===== config.mk =====
export PLATFORM = sky130hd
export DESIGN_NAME = ksa_controller
export DESIGN_NICKNAME = d
export VERILOG_FILES = /design/src/rtl/ksa_controller.sv
export SDC_FILE = /design/constraint.sdc
export NUM_CORES = 1
export LEC_CHECK = 0
export BUFFER_PORTS_ARGS = -buffer_cell sky130_fd_sc_hd__clkbuf_2
export CAP_MARGIN = 20
export CELL_PAD_IN_SITES_DETAIL_PLACEMENT = 1
export CELL_PAD_IN_SITES_GLOBAL_PLACEMENT = 2
export CORE_MARGIN = 2
export CORE_UTILIZATION = 30
export CTS_CLUSTER_SIZE = 40
export DETAILED_ROUTE_END_ITERATION = 6
export PLACE_DENSITY_LB_ADDON = 0.1
export SYNTH_ARGS = -nofsm -noshare
export SYNTH_HDL_FRONTEND = slang
export SYNTH_SLANG_ARGS = --single-unit

===== constraint.sdc =====
create_clock -name clk -period 4.4 [get_ports clk]
set_clock_uncertainty 0.2 [all_clocks]
set_input_delay 0.88 -clock clk [delete_from_list [all_inputs] [get_ports clk]]
set_output_delay 0.88 -clock clk [all_outputs]
set_load 0.01 [all_outputs]

===== src/rtl/ksa_controller.sv =====
// RC4 key-scheduling sequencer: identity-fills the 256x8 S-box, then runs the
// 256-step swap loop through a single-port memory with registered address.
module ksa_controller #(
    parameter int KEY_BYTES = 3
) (
    input  logic                   clk,
    input  logic                   reset,
    input  logic                   start,
    input  logic [8*KEY_BYTES-1:0] secret_key,
    output logic                   busy,
    output logic                   done,
    output logic [7:0]             s_address,
    output logic [7:0]             s_data,
    output logic                   s_wren,
    input  logic [7:0]             s_q
);

    localparam int KW = (KEY_BYTES > 1) ? $clog2(KEY_BYTES) : 1;
    localparam logic [KW-1:0] K_LAST = KW'(KEY_BYTES - 1);

    typedef enum logic [3:0] {
        IDLE, INIT, RD_I, WT_I, RD_J, WT_J, WR_I, WR_J, DONE
    } state_t;

    state_t state, state_d;

    logic [7:0]             i, j, si, sj;
    logic [KW-1:0]          k;
    logic [8*KEY_BYTES-1:0] key;
    logic [7:0]             key_byte;

    // Key byte 0 sits in the most significant byte.
    always_comb begin
        key_byte = key[8*(KEY_BYTES-1-int'(k)) +: 8];
    end

    always_ff @(posedge clk) begin
        if (reset) state <= IDLE;
        else       state <= state_d;
    end

    always_comb begin
        state_d   = state;
        busy      = 1'b0;
        done      = 1'b0;
        s_address = 8'd0;
        s_data    = 8'd0;
        s_wren    = 1'b0;
        case (state)
            IDLE: begin
                if (start) state_d = INIT;
            end
            INIT: begin
                busy      = 1'b1;
                s_address = i;
                s_data    = i;
                s_wren    = 1'b1;
                if (i == 8'hFF) state_d = RD_I;
            end
            RD_I: begin
                busy      = 1'b1;
                s_address = i;
                state_d   = WT_I;
            end
            WT_I: begin
                busy      = 1'b1;
                s_address = i;
                state_d   = RD_J;
            end
            RD_J: begin
                busy      = 1'b1;
                s_address = j;
                state_d   = WT_J;
            end
            WT_J: begin
                busy      = 1'b1;
                s_address = j;
                state_d   = WR_I;
            end
            WR_I: begin
                busy      = 1'b1;
                s_address = i;
                s_data    = sj;
                s_wren    = 1'b1;
                state_d   = WR_J;
            end
            WR_J: begin
                busy      = 1'b1;
                s_address = j;
                s_data    = si;
                s_wren    = 1'b1;
                state_d   = (i == 8'hFF) ? DONE : RD_I;
            end
            DONE: begin
                done    = 1'b1;
                state_d = IDLE;
            end
            default: state_d = IDLE;
        endcase
    end

    always_ff @(posedge clk) begin
        if (reset) begin
            i   <= 8'd0;
            j   <= 8'd0;
            k   <= '0;
            si  <= 8'd0;
            sj  <= 8'd0;
            key <= '0;
        end else begin
            case (state)
                IDLE: begin
                    if (start) begin
                        key <= secret_key;
                        i   <= 8'd0;
                        j   <= 8'd0;
                        k   <= '0;
                    end
                end
                // i wraps 255 -> 0 on the last fill write, ready for the swap loop
                INIT: i <= i + 8'd1;
                WT_I: begin
                    si <= s_q;
                    j  <= j + s_q + key_byte;
                end
                WT_J: sj <= s_q;
                WR_J: begin
                    k <= (k == K_LAST) ? '0 : k + KW'(1);
                    if (i != 8'hFF) i <= i + 8'd1;
                end
                default: ;
            endcase
        end
    end

endmodule


# After elaboration in Yosys (flattened, before gate mapping)
# Index checks and enable logic that the tools add are counted.
# totals
register_bits,62
latch_bits,0
ram_bits,0
mem_bits_ro,0
elab_cells,56
mem_count,0
# op_classes
n_addsub,5
mul,0
div,0
magnitude_cmp,0
n_eq_ne,14
shifts,1
mux,16
bitwise_logic,0
reduce_logical,13
# op_table
operator,n
8-bit one-hot mux with 3 select lines,2
4-bit one-hot mux with 8 select lines,1
8-bit one-hot mux with 2 select lines,2
24-bit by 6-bit variable part select with 8-bit output,1
8-bit adder,2
4-bit by 3-bit == test with 1-bit output (second input constant),4
8-bit two-way mux,2
4-bit two-way mux,3
8-bit by 1-bit adder with 8-bit output (second input constant),1
4-bit by 2-bit == test with 1-bit output (second input constant),2
8-bit == test (second input constant),1
8-bit inequality test (second input constant),1
2-bit AND reduction,4
7-bit OR reduction,1
2-bit inequality test (second input constant),3
3-bit OR reduction,2
4-bit by 1-bit == test with 1-bit output (second input constant),1
4-bit == test (second input constant),1
4-bit zero test,1
2-bit two-way mux,2
2-bit one-hot mux with 2 select lines,1
2-bit nonzero test,2
4-bit OR reduction,1
1-bit two-way mux,3
other kinds (5),5

# Logic depth before layout (Yosys ltp)
# Gate-level depths: netlist of the first run.
# logic_depth
depth_word,4
depth_mapped,17
mapped_depth_nobuf,15

# Least setup slack after synthesis of the first run
# OpenSTA, ideal clock, no wires.
# synth_timing
path_type,flip-flop to flip-flop
startpoint,reg k[0]
endpoint,reg j[7]
arrival_time_ps,3701
required_ps,4138
setup_slack_ps,436
path_stages_with_launch,17
path_buffers,2
period_less_slack_ps,3964
path_cell_list,dfxtp_1 > clkbuf_1 > inv_1 > ha_1 > buf_1 > mux2i_1 > nor2_1 > a31oi_1 > nor2_1 > fa_1 > inv_1 > fa_1 > nor2b_1 > o31a_1 > o22ai_1 > or4_1 > nand3_1
# synth_via
elab_chain_cells,4
# synth_lines
item,line_no,source
from (decl),28,logic [KW-1:0] k;
from (signal assigned),128,k <= (k == K_LAST) ? '0 : k + KW'(1);
2-bit by 2-bit subtractor with 3-bit output,34,key_byte = key[8*(KEY_BYTES-1-int'(k)) +: 8];
24-bit by 6-bit variable part select with 8-bit output,34,
8-bit adder,124,j <= j + s_q + key_byte;
8-bit one-hot mux with 2 select lines,111,case (state)
to (signal assigned),124,
to (decl),27,"logic [7:0] i, j, si, sj;"
# No other way between the ends.
# A chain may end at the register's enable or synchronous reset.

# Final worst setup path of the first run
# layout_timing
startpoint,reg k[1]
endpoint,reg j[7]
# Same word-level chain as after synthesis.

==> results of run 1 <==
-- Yosys cell counts (all sizes together) (10+ instances only) --
cell type | instances | area [um^2]
ha | 10 | 125
clkbuf | 15 | 56.3
nor2 | 46 | 173
dfxtp | 62 | 1240
nand3 | 14 | 70.1
a21oi | 46 | 230
mux2i | 13 | 130
buf | 12 | 68.8
inv | 26 | 97.6
nand2 | 77 | 289
nor3 | 12 | 76.3
-- critical path: stages (launching register included) --
cell and delay [ns]:
sky130_fd_sc_hd__dfxtp_1 0.36, sky130_fd_sc_hd__inv_1 0.07, sky130_fd_sc_hd__ha_1 0.37, sky130_fd_sc_hd__nor2b_1 0.21, sky130_fd_sc_hd__and2_1 0.21, sky130_fd_sc_hd__nand2_1 0.07, sky130_fd_sc_hd__o21ai_0 0.10, sky130_fd_sc_hd__fa_1 0.50
sky130_fd_sc_hd__ha_1 0.19, sky130_fd_sc_hd__inv_1 0.06, sky130_fd_sc_hd__fa_1 0.37, sky130_fd_sc_hd__nor2b_1 0.21, sky130_fd_sc_hd__o31a_1 0.19, sky130_fd_sc_hd__o22ai_1 0.11, sky130_fd_sc_hd__or4_1 0.41, sky130_fd_sc_hd__nand3_1 0.08
-- through the flow --
stage | worst slack [ns] | instance area, um^2
global placement | 0.786 | 3760
floorplan | 0.436 | 3410
detailed placement | 0.605 | 3760
CTS | 0.592 | 4030
finish | 0.614 | 4030
global route | 0.325 | 4030
-- layer usage --
layer / GRT usage [%] / share of wire (%)
met1: 21.5 / 46
met2: 30.2 / 49
met3: 3.02 / 3.5
met4: 6.17 / 1.9
met5: 0 / 0
-- kinds of logic (layout without fill, tap and decap cells) --
group | after synthesis | count (layout)
compound gates | 88 | 88
xor+xnor | 10 | 10
fa+ha+maj | 18 | 18
buf+inv | 53 | 100
flops | 62 | 62
mux | 13 | 13
simple gates | 182 | 182
-- how the worst max path moves through the flow --
stage | startpoint | endpoint | slack (ns) | cells past startpoint
after detailed placement | k[1]$_SDFFE_PP0P_ | j[7]$_SDFFE_PP0P_ | 0.61 | 15
after floorplan | k[0]$_SDFFE_PP0P_ | j[7]$_SDFFE_PP0P_ | 0.44 | 16
after CTS | k[1]$_SDFFE_PP0P_ | j[7]$_SDFFE_PP0P_ | 0.59 | 15
after global placement | k[1]$_SDFFE_PP0P_ | j[7]$_SDFFE_PP0P_ | 0.79 | 15
after global routing | k[1]$_SDFFE_PP0P_ | j[7]$_SDFFE_PP0P_ | 0.33 | 15
final | k[1]$_SDFFE_PP0P_ | j[7]$_SDFFE_PP0P_ | 0.61 | 15
-- sequential cells by signal (all words and copies together) (netlist names) --
register  flops
sj            8
si            8
j             8
i             8
k             2
key          24
state         4
-- power breakdown --
group | internal, mW | switching, mW | total (mW) | leakage (nW)
Sequential | 0.587 | 0.0274 | 0.615 | 0.504
Clock | 0.394 | 0.254 | 0.648 | 0.132
Combinational | 0.0779 | 0.129 | 0.207 | 1.05
-- layout make-up --
type                       instances  area [um^2]  share of cell area [%]
multi-input combinational        311         1940                    48.2
sequential                        62         1240                    30.8
timing repair buffer              58          303                    7.52
clock buffer                      12          246                    6.12
tap                              140          175                    4.35
inverter                          26         97.6                    2.42
clock inverter                     4         22.5                   0.559
==> results.py, run 1 <==
metrics = {
    "run_status": {
        "status": "complete, no violations",
    },
    "cts": {
        "tritoncts": "yes",
        "post_cts_hold_buffer_count": 0,
        "clock-sinks": 62,
        "h-tree-depth": 3,
        "cts.root.buffer_cell": "sky130_fd_sc_hd__clkbuf_16",
        "cts.repair.resized": 0,
        "cts_made_buffers": 9,
        "postCtsSetupBuffers": 0,
        "clk_pin_slew_ns": 0.05,
        "clock_path_buffers": 2,
        "clock_latency_ns": 0.32,
    },
    "cells_and_area": {
        "final_core_utilization_pct": 36.7,
        "most_common_library_cell_in_the_layout_ignoring_fill_and_taps": "sky130_fd_sc_hd__nand2_1",
        "drive_above_1_share_pct": 16.9,
        "layout_area_overhead_pct": 18.3,
        "fillCellCount": 1322,
        "num-nets-final": 521,
        "final_cell_count_no_fill": 613,
        "antenna-diode-count": 0,
        "final_cell_mix": "sky130_fd_sc_hd__nand2_1, sky130_fd_sc_hd__dfxtp_1, sky130_fd_sc_hd__clkbuf_2, sky130_fd_sc_hd__a21oi_1, sky130_fd_sc_hd__nor2_1",
    },
    "route": {
        "viasPerCell": 5.08,
        "detail_route.wirelength_mm": 10.2,
        "first_pass_iters": 5,
        "detailedRoute.firstIterationViolations": 154,
        "antenna_left": 0,
        "vias": 3113,
        "post_route_drc": 0,
        "wl_per_cell_um": 16.7,
    },
    "synth": {
        "yosys.cell_types.count": 50,
        "synth_nets": 479,
        "yosysSeqAreaShare_pct": 36.4,
        "synth_simple_gate_area_share_pct": 26.0,
        "synth-main-ff-cell": "sky130_fd_sc_hd__dfxtp_1",
        "area_fraction_in_compound_gates_after_synthesis_pct": 16.2,
        "ys_async_sr_fraction_pct": 0,
        "ys.warnings.count": 0,
        "synthesis.instances": 426,
        "synthXorXnorAreaFrac_pct": 2.57,
        "yosys-mux-area-fraction_pct": 3.82,
        "synth_enable_flop_cells": 0,
        "ffs_latches_synth": 62,
        "syn-cell-area_um2": 3410,
        "yosys.area_share.adder_pct": 8.37,
        "dominant_combinational_cell_family_by_area_after_synthesis": "simple AND/OR/NAND/NOR gates",
        "synth_area_per_cell_um2": 8.00,
    },
    "worst_setup_path": {
        "critical_path.endpoint_type": "flip-flop",
        "worst_r2r_path_depth": 15,
        "cp_data_arrival_time_ns": 3.84,
        "crit_reg_reg_startpoint": "k[1]$_SDFFE_PP0P_",
        "critPathRequiredTime_ns": 4.46,
        "rr_endpoint": "j[7]$_SDFFE_PP0P_",
        "reg2reg_slack_ns": 0.61,
        "critPathMaxFanout": 8,
        "critical_path_class": "reg2reg",
        "setup.worst_path.start_class": "flip-flop",
    },
    "floorplan": {
        "die_x_um": 111,
        "starting_utilization_of_the_core_area_pct": 31.0,
        "row_count": 38,
        "die_height_um": 111,
        "fp.dieArea_um2": 12200,
        "design.core.area_um2": 11000,
        "io_pins": 54,
    },
    "worst_hold_path": {
        "holdCritStartpoint": "key[19]$_SDFFE_PP0P_",
        "hold_depth": 2,
        "whs_endpoint": "key[19]$_SDFFE_PP0P_",
        "hold_path.class": "reg2reg",
    },
    "timing": {
        "timing.final.crit_period_ns": 3.79,
        "finalSetupTns_ns": 0,
        "timing_worst_slew_pin_value_ns": 0.962,
        "timing.final.crit_share_pct": 86.0,
        "fmaxAchievable_mhz": 264,
        "final_count_of_hold_timing_violations": 0,
        "finalMaxSlewViolations": 0,
        "finalSetupViolations": 0,
        "fin_worst_hold_slack_ns": 0.249,
        "slew-limit-headroom_pct": 35.9,
        "rsz0062_at_grt": "no",
    },
    "flow_run": {
        "max_cap_violations": 0,
    },
    "place": {
        "gp_congestion": 0.779,
        "dp.final_hpwl_mm": 7.37,
        "port_buffers": 53,
        "place_inst": 597,
    },
    "pwr": {
        "power.density_cell_area_nw_per_um2": 365,
        "vdd_ir_drop_max_uv": 158,
        "post-layout-total-power_mw": 1.47,
        "power.leakage_nw": 1.68,
    },
    "grt": {
        "overflow": 0,
        "grt_first_pass_wirelength_mm": 16.8,
        "grt_antenna_before_repair": 0,
        "global_route.usage.total_pct": 17.4,
        "first_global_vias": 3250,
        "grt_start_max_net_pins": 40,
    },
}
Power figures use the tool's default switching activity.
==> inputs of run 2 (changes only) <==
CTS_BUF_LIST = sky130_fd_sc_hd__clkbuf_16   (was not set)
SLEW_MARGIN = 20   (was not set)
==> run 2 against run 1 <==
Largest cell class unchanged; worst setup slack got worse by 0.0019 ns; total power fell by 1.5%; design area down 0.25%; worst hold slack is essentially flat.
==> results.py, run 2 (same netlist as run 1, synthesis figures left out) <==
metrics = {
    "run_status": {
        "status": "complete, no violations",
    },
    "cells_and_area": {
        "layout.cell_area.non_filler_um2": 4020,
        "most_common_library_cell_in_the_layout_ignoring_fill_and_taps": "sky130_fd_sc_hd__nand2_1",
        "largest_register": "key",
        "final_cell_count_no_fill": 613,
        "largest_register_ffs": 24,
        "layout_area_overhead_pct": 18.0,
        "drive_above_1_share_pct": 16.7,
        "antenna-diode-count": 0,
        "footprint_of_the_multi_input_gates_um2": 1940,
        "num-nets-final": 521,
        "final_core_utilization_pct": 36.6,
        "fillCellCount": 1322,
        "final_cell_mix": "sky130_fd_sc_hd__nand2_1, sky130_fd_sc_hd__dfxtp_1, sky130_fd_sc_hd__clkbuf_2, sky130_fd_sc_hd__a21oi_1, sky130_fd_sc_hd__nor2_1",
        "seqCellArea_um2": 1240,
    },
    "route": {
        "vias": 3108,
        "antenna_left": 0,
        "post_route_drc": 0,
        "detailedRoute.firstIterationViolations": 150,
        "viasPerCell": 5.07,
        "detail_route.wirelength_mm": 10.2,
        "wl_per_cell_um": 16.7,
        "first_pass_iters": 4,
    },
    "cts": {
        "clk_pin_slew_ns": 0.05,
        "cts.root.buffer_cell": "sky130_fd_sc_hd__clkbuf_16",
        "clock_path_buffers": 2,
        "cts.repair.resized": 0,
        "h-tree-depth": 3,
        "cts_made_buffers": 9,
        "postCtsSetupBuffers": 0,
        "tritoncts": "yes",
        "clock_latency_ns": 0.32,
        "clock-sinks": 62,
        "post_cts_hold_buffer_count": 0,
    },
    "worst_hold_path": {
        "hold_path.class": "reg2reg",
        "holdCritStartpoint": "key[19]$_SDFFE_PP0P_",
        "whs_endpoint": "key[19]$_SDFFE_PP0P_",
        "hold_depth": 2,
    },
    "worst_setup_path": {
        "crit_reg_reg_startpoint": "k[1]$_SDFFE_PP0P_",
        "critPathRequiredTime_ns": 4.46,
        "critical_path.endpoint_type": "flip-flop",
        "setup.worst_path.start_class": "flip-flop",
        "reg2reg_slack_ns": 0.61,
        "cp_data_arrival_time_ns": 3.85,
        "critPathMaxFanout": 8,
        "worst_r2r_path_depth": 15,
        "critical_path_class": "reg2reg",
        "rr_endpoint": "j[7]$_SDFFE_PP0P_",
    },
    "place": {
        "dpl-instance-area_um2": 3760,
        "place_ws_ns": 0.605,
        "dp.final_hpwl_mm": 7.37,
        "port_buffers": 53,
        "gp_congestion": 0.779,
        "place_inst": 597,
    },
    "timing": {
        "rsz0062_at_grt": "no",
        "fmaxAchievable_mhz": 264,
        "finalSetupViolations": 0,
        "fin_worst_hold_slack_ns": 0.249,
        "slew-limit-headroom_pct": 35.6,
        "timing.final.crit_period_ns": 3.79,
        "finalMaxSlewViolations": 0,
        "setup_ws_ns": 0.612,
        "timing_worst_slew_pin_value_ns": 0.966,
        "final_count_of_hold_timing_violations": 0,
        "finalSetupTns_ns": 0,
        "timing.final.crit_share_pct": 86.1,
    },
    "floorplan": {
        "starting_utilization_of_the_core_area_pct": 31.0,
        "io_pins": 54,
        "fp.dieArea_um2": 12200,
        "die_x_um": 111,
        "design.core.area_um2": 11000,
        "row_count": 38,
        "die_height_um": 111,
    },
    "grt": {
        "grt_start_max_net_pins": 40,
        "global_route.usage.total_pct": 17.4,
        "grt_first_pass_wirelength_mm": 16.8,
        "grt_antenna_before_repair": 0,
        "global_route.usage.met3_pct": 3.02,
        "grt.busiest_layer": "met2",
        "overflow": 0,
        "first_global_vias": 3244,
        "globalRouteMet2Util_pct": 30.1,
        "grt.met1_usage_pct": 21.6,
    },
    "pwr": {
        "vdd_ir_drop_max_uv": 158,
        "power.leakage_nw": 1.69,
        "post-layout-total-power_mw": 1.45,
        "power.density_cell_area_nw_per_um2": 360,
    },
    "flow_run": {
        "max_cap_violations": 0,
    },
}
==> run 2: cell types whose count changed in the layout (fill, tap and decap cells not counted), sizes merged <==
cell	previous run	this run
clkbuf	65	62
inv	26	28
clkinv	3	4
==> run 2: how the worst max path moves through the flow <==
stage,endpoint,start,slack [ns]
final,j[7]$_SDFFE_PP0P_,k[1]$_SDFFE_PP0P_,0.61
after global routing,j[7]$_SDFFE_PP0P_,k[1]$_SDFFE_PP0P_,0.33
after CTS,j[7]$_SDFFE_PP0P_,k[1]$_SDFFE_PP0P_,0.59
after detailed placement,j[7]$_SDFFE_PP0P_,k[1]$_SDFFE_PP0P_,0.61
after global placement,j[7]$_SDFFE_PP0P_,k[1]$_SDFFE_PP0P_,0.79
after floorplan,j[7]$_SDFFE_PP0P_,k[0]$_SDFFE_PP0P_,0.44
==> run 2: layout make-up <==
type,count,share of cell area [%]
clock buffer,9,5.60
multi-input combinational,311,48.3
timing repair buffer,58,7.53
inverter,26,2.43
clock inverter,7,0.841
sequential,62,30.9
tap,140,4.36
==> run 2: critical path, cell delays in order, from the launching register on <==
cell                      delay, ns
sky130_fd_sc_hd__dfxtp_1       0.36
sky130_fd_sc_hd__inv_1         0.07
sky130_fd_sc_hd__ha_1          0.37
sky130_fd_sc_hd__nor2b_1       0.22
sky130_fd_sc_hd__and2_1        0.21
sky130_fd_sc_hd__nand2_1       0.07
sky130_fd_sc_hd__o21ai_0       0.10
sky130_fd_sc_hd__fa_1          0.50
sky130_fd_sc_hd__ha_1          0.19
sky130_fd_sc_hd__inv_1         0.06
sky130_fd_sc_hd__fa_1          0.38
sky130_fd_sc_hd__nor2b_1       0.21
sky130_fd_sc_hd__o31a_1        0.19
sky130_fd_sc_hd__o22ai_1       0.11
sky130_fd_sc_hd__or4_1         0.41
sky130_fd_sc_hd__nand3_1       0.08
==> run 2: layer usage <==
metal | share of wire (%) | vias to the layer above
met3 | 3.4 | 16
li1 | - | 1545
met2 | 49 | 55
met1 | 46 | 1492
met4 | 2.2 | 0
met5 | 0 | -
==> run 2: where the power goes <==
group	internal (mW)	switching (mW)	total (mW)
clock	0.371	0.255	0.626
combinational	0.0779	0.129	0.207
sequential	0.587	0.0274	0.615
total	1.04	0.411	1.45
==> inputs of run 3 (changes only) <==
RECOVER_POWER = 50   (was not set)
==> run 3 against run 2 <==
The flow now finishes with violations (max-capacitance violations, max-slew violations); worst setup slack got worse by 0.00065 ns; routed wire length did not move; die area did not move; design area fell by 0.12%; sequential share of layout area barely moved; first-iteration DRC count fell by 1.3%; worst hold slack did not move; clock power barely moved; cell count did not move.
==> results.py, run 3 (same netlist as run 1, synthesis figures left out) <==
metrics = {
    "run_status": {
        "status": "finished, violations left",
        "failed_checks": "max-capacitance violations, max-slew violations",
    },
    "floorplan": {
        "die_height_um": 111,
        "row_count": 38,
        "starting_utilization_of_the_core_area_pct": 31.0,
        "fp.dieArea_um2": 12200,
        "die_x_um": 111,
        "io_pins": 54,
        "design.core.area_um2": 11000,
    },
    "timing": {
        "timing_worst_slew_pin_value_ns": 1.88,
        "finalSetupTns_ns": 0,
        "fmaxAchievable_mhz": 264,
        "finalSetupViolations": 0,
        "finalMaxSlewViolations": 40,
        "rsz0062_at_grt": "no",
        "slew-limit-headroom_pct": -25.5,
        "setup_ws_ns": 0.612,
        "final_count_of_hold_timing_violations": 0,
        "timing.final.crit_share_pct": 86.1,
        "timing.final.crit_period_ns": 3.79,
    },
    "route": {
        "detailedRoute.firstIterationViolations": 148,
        "viasPerCell": 5.07,
        "first_pass_iters": 4,
        "antenna_left": 0,
        "vias": 3107,
        "wl_per_cell_um": 16.7,
        "detail_route.wirelength_mm": 10.2,
        "post_route_drc": 0,
    },
    "grt": {
        "grt_antenna_before_repair": 0,
        "first_global_vias": 3244,
        "global_route.usage.total_pct": 17.4,
        "overflow": 0,
        "grt_start_max_net_pins": 40,
        "grt_first_pass_wirelength_mm": 16.8,
    },
    "pwr": {
        "vdd_ir_drop_max_uv": 158,
        "power.leakage_nw": 1.68,
        "power.density_cell_area_nw_per_um2": 361,
    },
    "worst_setup_path": {
        "critical_path_class": "reg2reg",
        "critical_path.endpoint_type": "flip-flop",
        "critPathRequiredTime_ns": 4.46,
        "cp_data_arrival_time_ns": 3.85,
        "worstPathCellList": "inv_1, ha_1, nor2b_1, and2_1, nand2_1, o21ai_0, fa_1, ha_1, inv_1, fa_1, nor2b_1, o31a_1, o22ai_1, or4_1, nand3_1",
        "critPathMaxFanout": 8,
        "timing.critical_path.max_delay_family": "adder cells",
        "setup.worst_path.start_class": "flip-flop",
        "worst-path-buf-inv": 2,
        "critical-path-slowest-cell": "sky130_fd_sc_hd__fa_1",
        "critPathMaxStageDelay_ns": 0.50,
    },
    "cts": {
        "clock-sinks": 62,
        "tritoncts": "yes",
        "postCtsSetupBuffers": 0,
        "clk_pin_slew_ns": 0.05,
        "post_cts_hold_buffer_count": 0,
        "cts.repair.resized": 0,
        "cts_made_buffers": 9,
        "clock_latency_ns": 0.32,
        "cts.root.buffer_cell": "sky130_fd_sc_hd__clkbuf_16",
        "h-tree-depth": 3,
        "clock_path_buffers": 2,
    },
    "cells_and_area": {
        "num-nets-final": 521,
        "antenna-diode-count": 0,
        "most_common_library_cell_in_the_layout_ignoring_fill_and_taps": "sky130_fd_sc_hd__nand2_1",
        "final_core_utilization_pct": 36.5,
        "layout.cell_area.non_filler_um2": 4010,
        "final_cell_count_no_fill": 613,
        "layout_area_overhead_pct": 17.8,
        "drive_above_1_share_pct": 16.3,
        "largest_register_ffs": 24,
        "final_cell_mix": "sky130_fd_sc_hd__nand2_1, sky130_fd_sc_hd__dfxtp_1, sky130_fd_sc_hd__clkbuf_2, sky130_fd_sc_hd__a21oi_1, sky130_fd_sc_hd__nor2_1",
        "largest_register": "key",
    },
    "place": {
        "place_ws_ns": 0.605,
        "dpl-instance-area_um2": 3760,
        "place_inst": 597,
        "port_buffers": 53,
        "gp_congestion": 0.779,
        "dp.final_hpwl_mm": 7.37,
    },
    "worst_hold_path": {
        "hold_path.class": "reg2reg",
    },
    "flow_run": {
        "max_cap_violations": 1,
    },
}
-- run 3: cell type report --
| type | count | area [um^2] |
|---|---|---|
| fillers | 1323 | 6970 |
| multi-input cells | 311 | 1940 |
| flip-flops and latches | 62 | 1240 |
| repair buffers | 58 | 298 |
| clock buffers | 9 | 225 |
| well taps | 140 | 175 |
| inverters | 26 | 97.6 |
| clock inverters | 7 | 33.8 |
-- run 3: layer usage --
| layer | vias to the layer above | part of all wire (%) | wire [um] | track usage [%] |
|---|---|---|---|---|
| met1 | 1490 | 46 | 4660 | 21.6 |
| met5 | - | 0 | 0 | 0 |
| met4 | 0 | 2.2 | 220 | 6.17 |
| li1 | 1546 | - | - | - |
| met3 | 16 | 3.4 | 351 | 3.02 |
| met2 | 55 | 49 | 5000 | 30.1 |
-- run 3: worst reg2reg max path, delay by kind of cell, from the launching register on --
kind,cells,cell delay (ns)
fa+ha+maj,4,1.44
buf+inv,2,0.13
compound gates,3,0.40
simple gates,6,1.20
flops,1,0.36
-- run 3: path summary, 6_finish.rpt --
kind                   startpoint                    to  slack, ns  depth (start not counted)
min          key[19]$_SDFFE_PP0P_  key[19]$_SDFFE_PP0P_       0.25                          2
max             k[1]$_SDFFE_PP0P_     j[7]$_SDFFE_PP0P_       0.61                         15
min reg2reg  key[19]$_SDFFE_PP0P_  key[19]$_SDFFE_PP0P_       0.25                          2
max reg2reg     k[1]$_SDFFE_PP0P_     j[7]$_SDFFE_PP0P_       0.61                         15
-- run 3: power breakdown --
group	internal, mW	switching, mW
Combinational	0.0776	0.129
Clock	0.371	0.254
Sequential	0.588	0.0274
-- run 3: through the flow --
stage | hold WS (ns) | power [mW]
global route | 0.269 | 1.53
global placement | 0.245 | 0.833
CTS | 0.252 | 1.48
finish | 0.249 | 1.45
floorplan | 0.232 | 0.765
detailed placement | 0.244 | 0.836
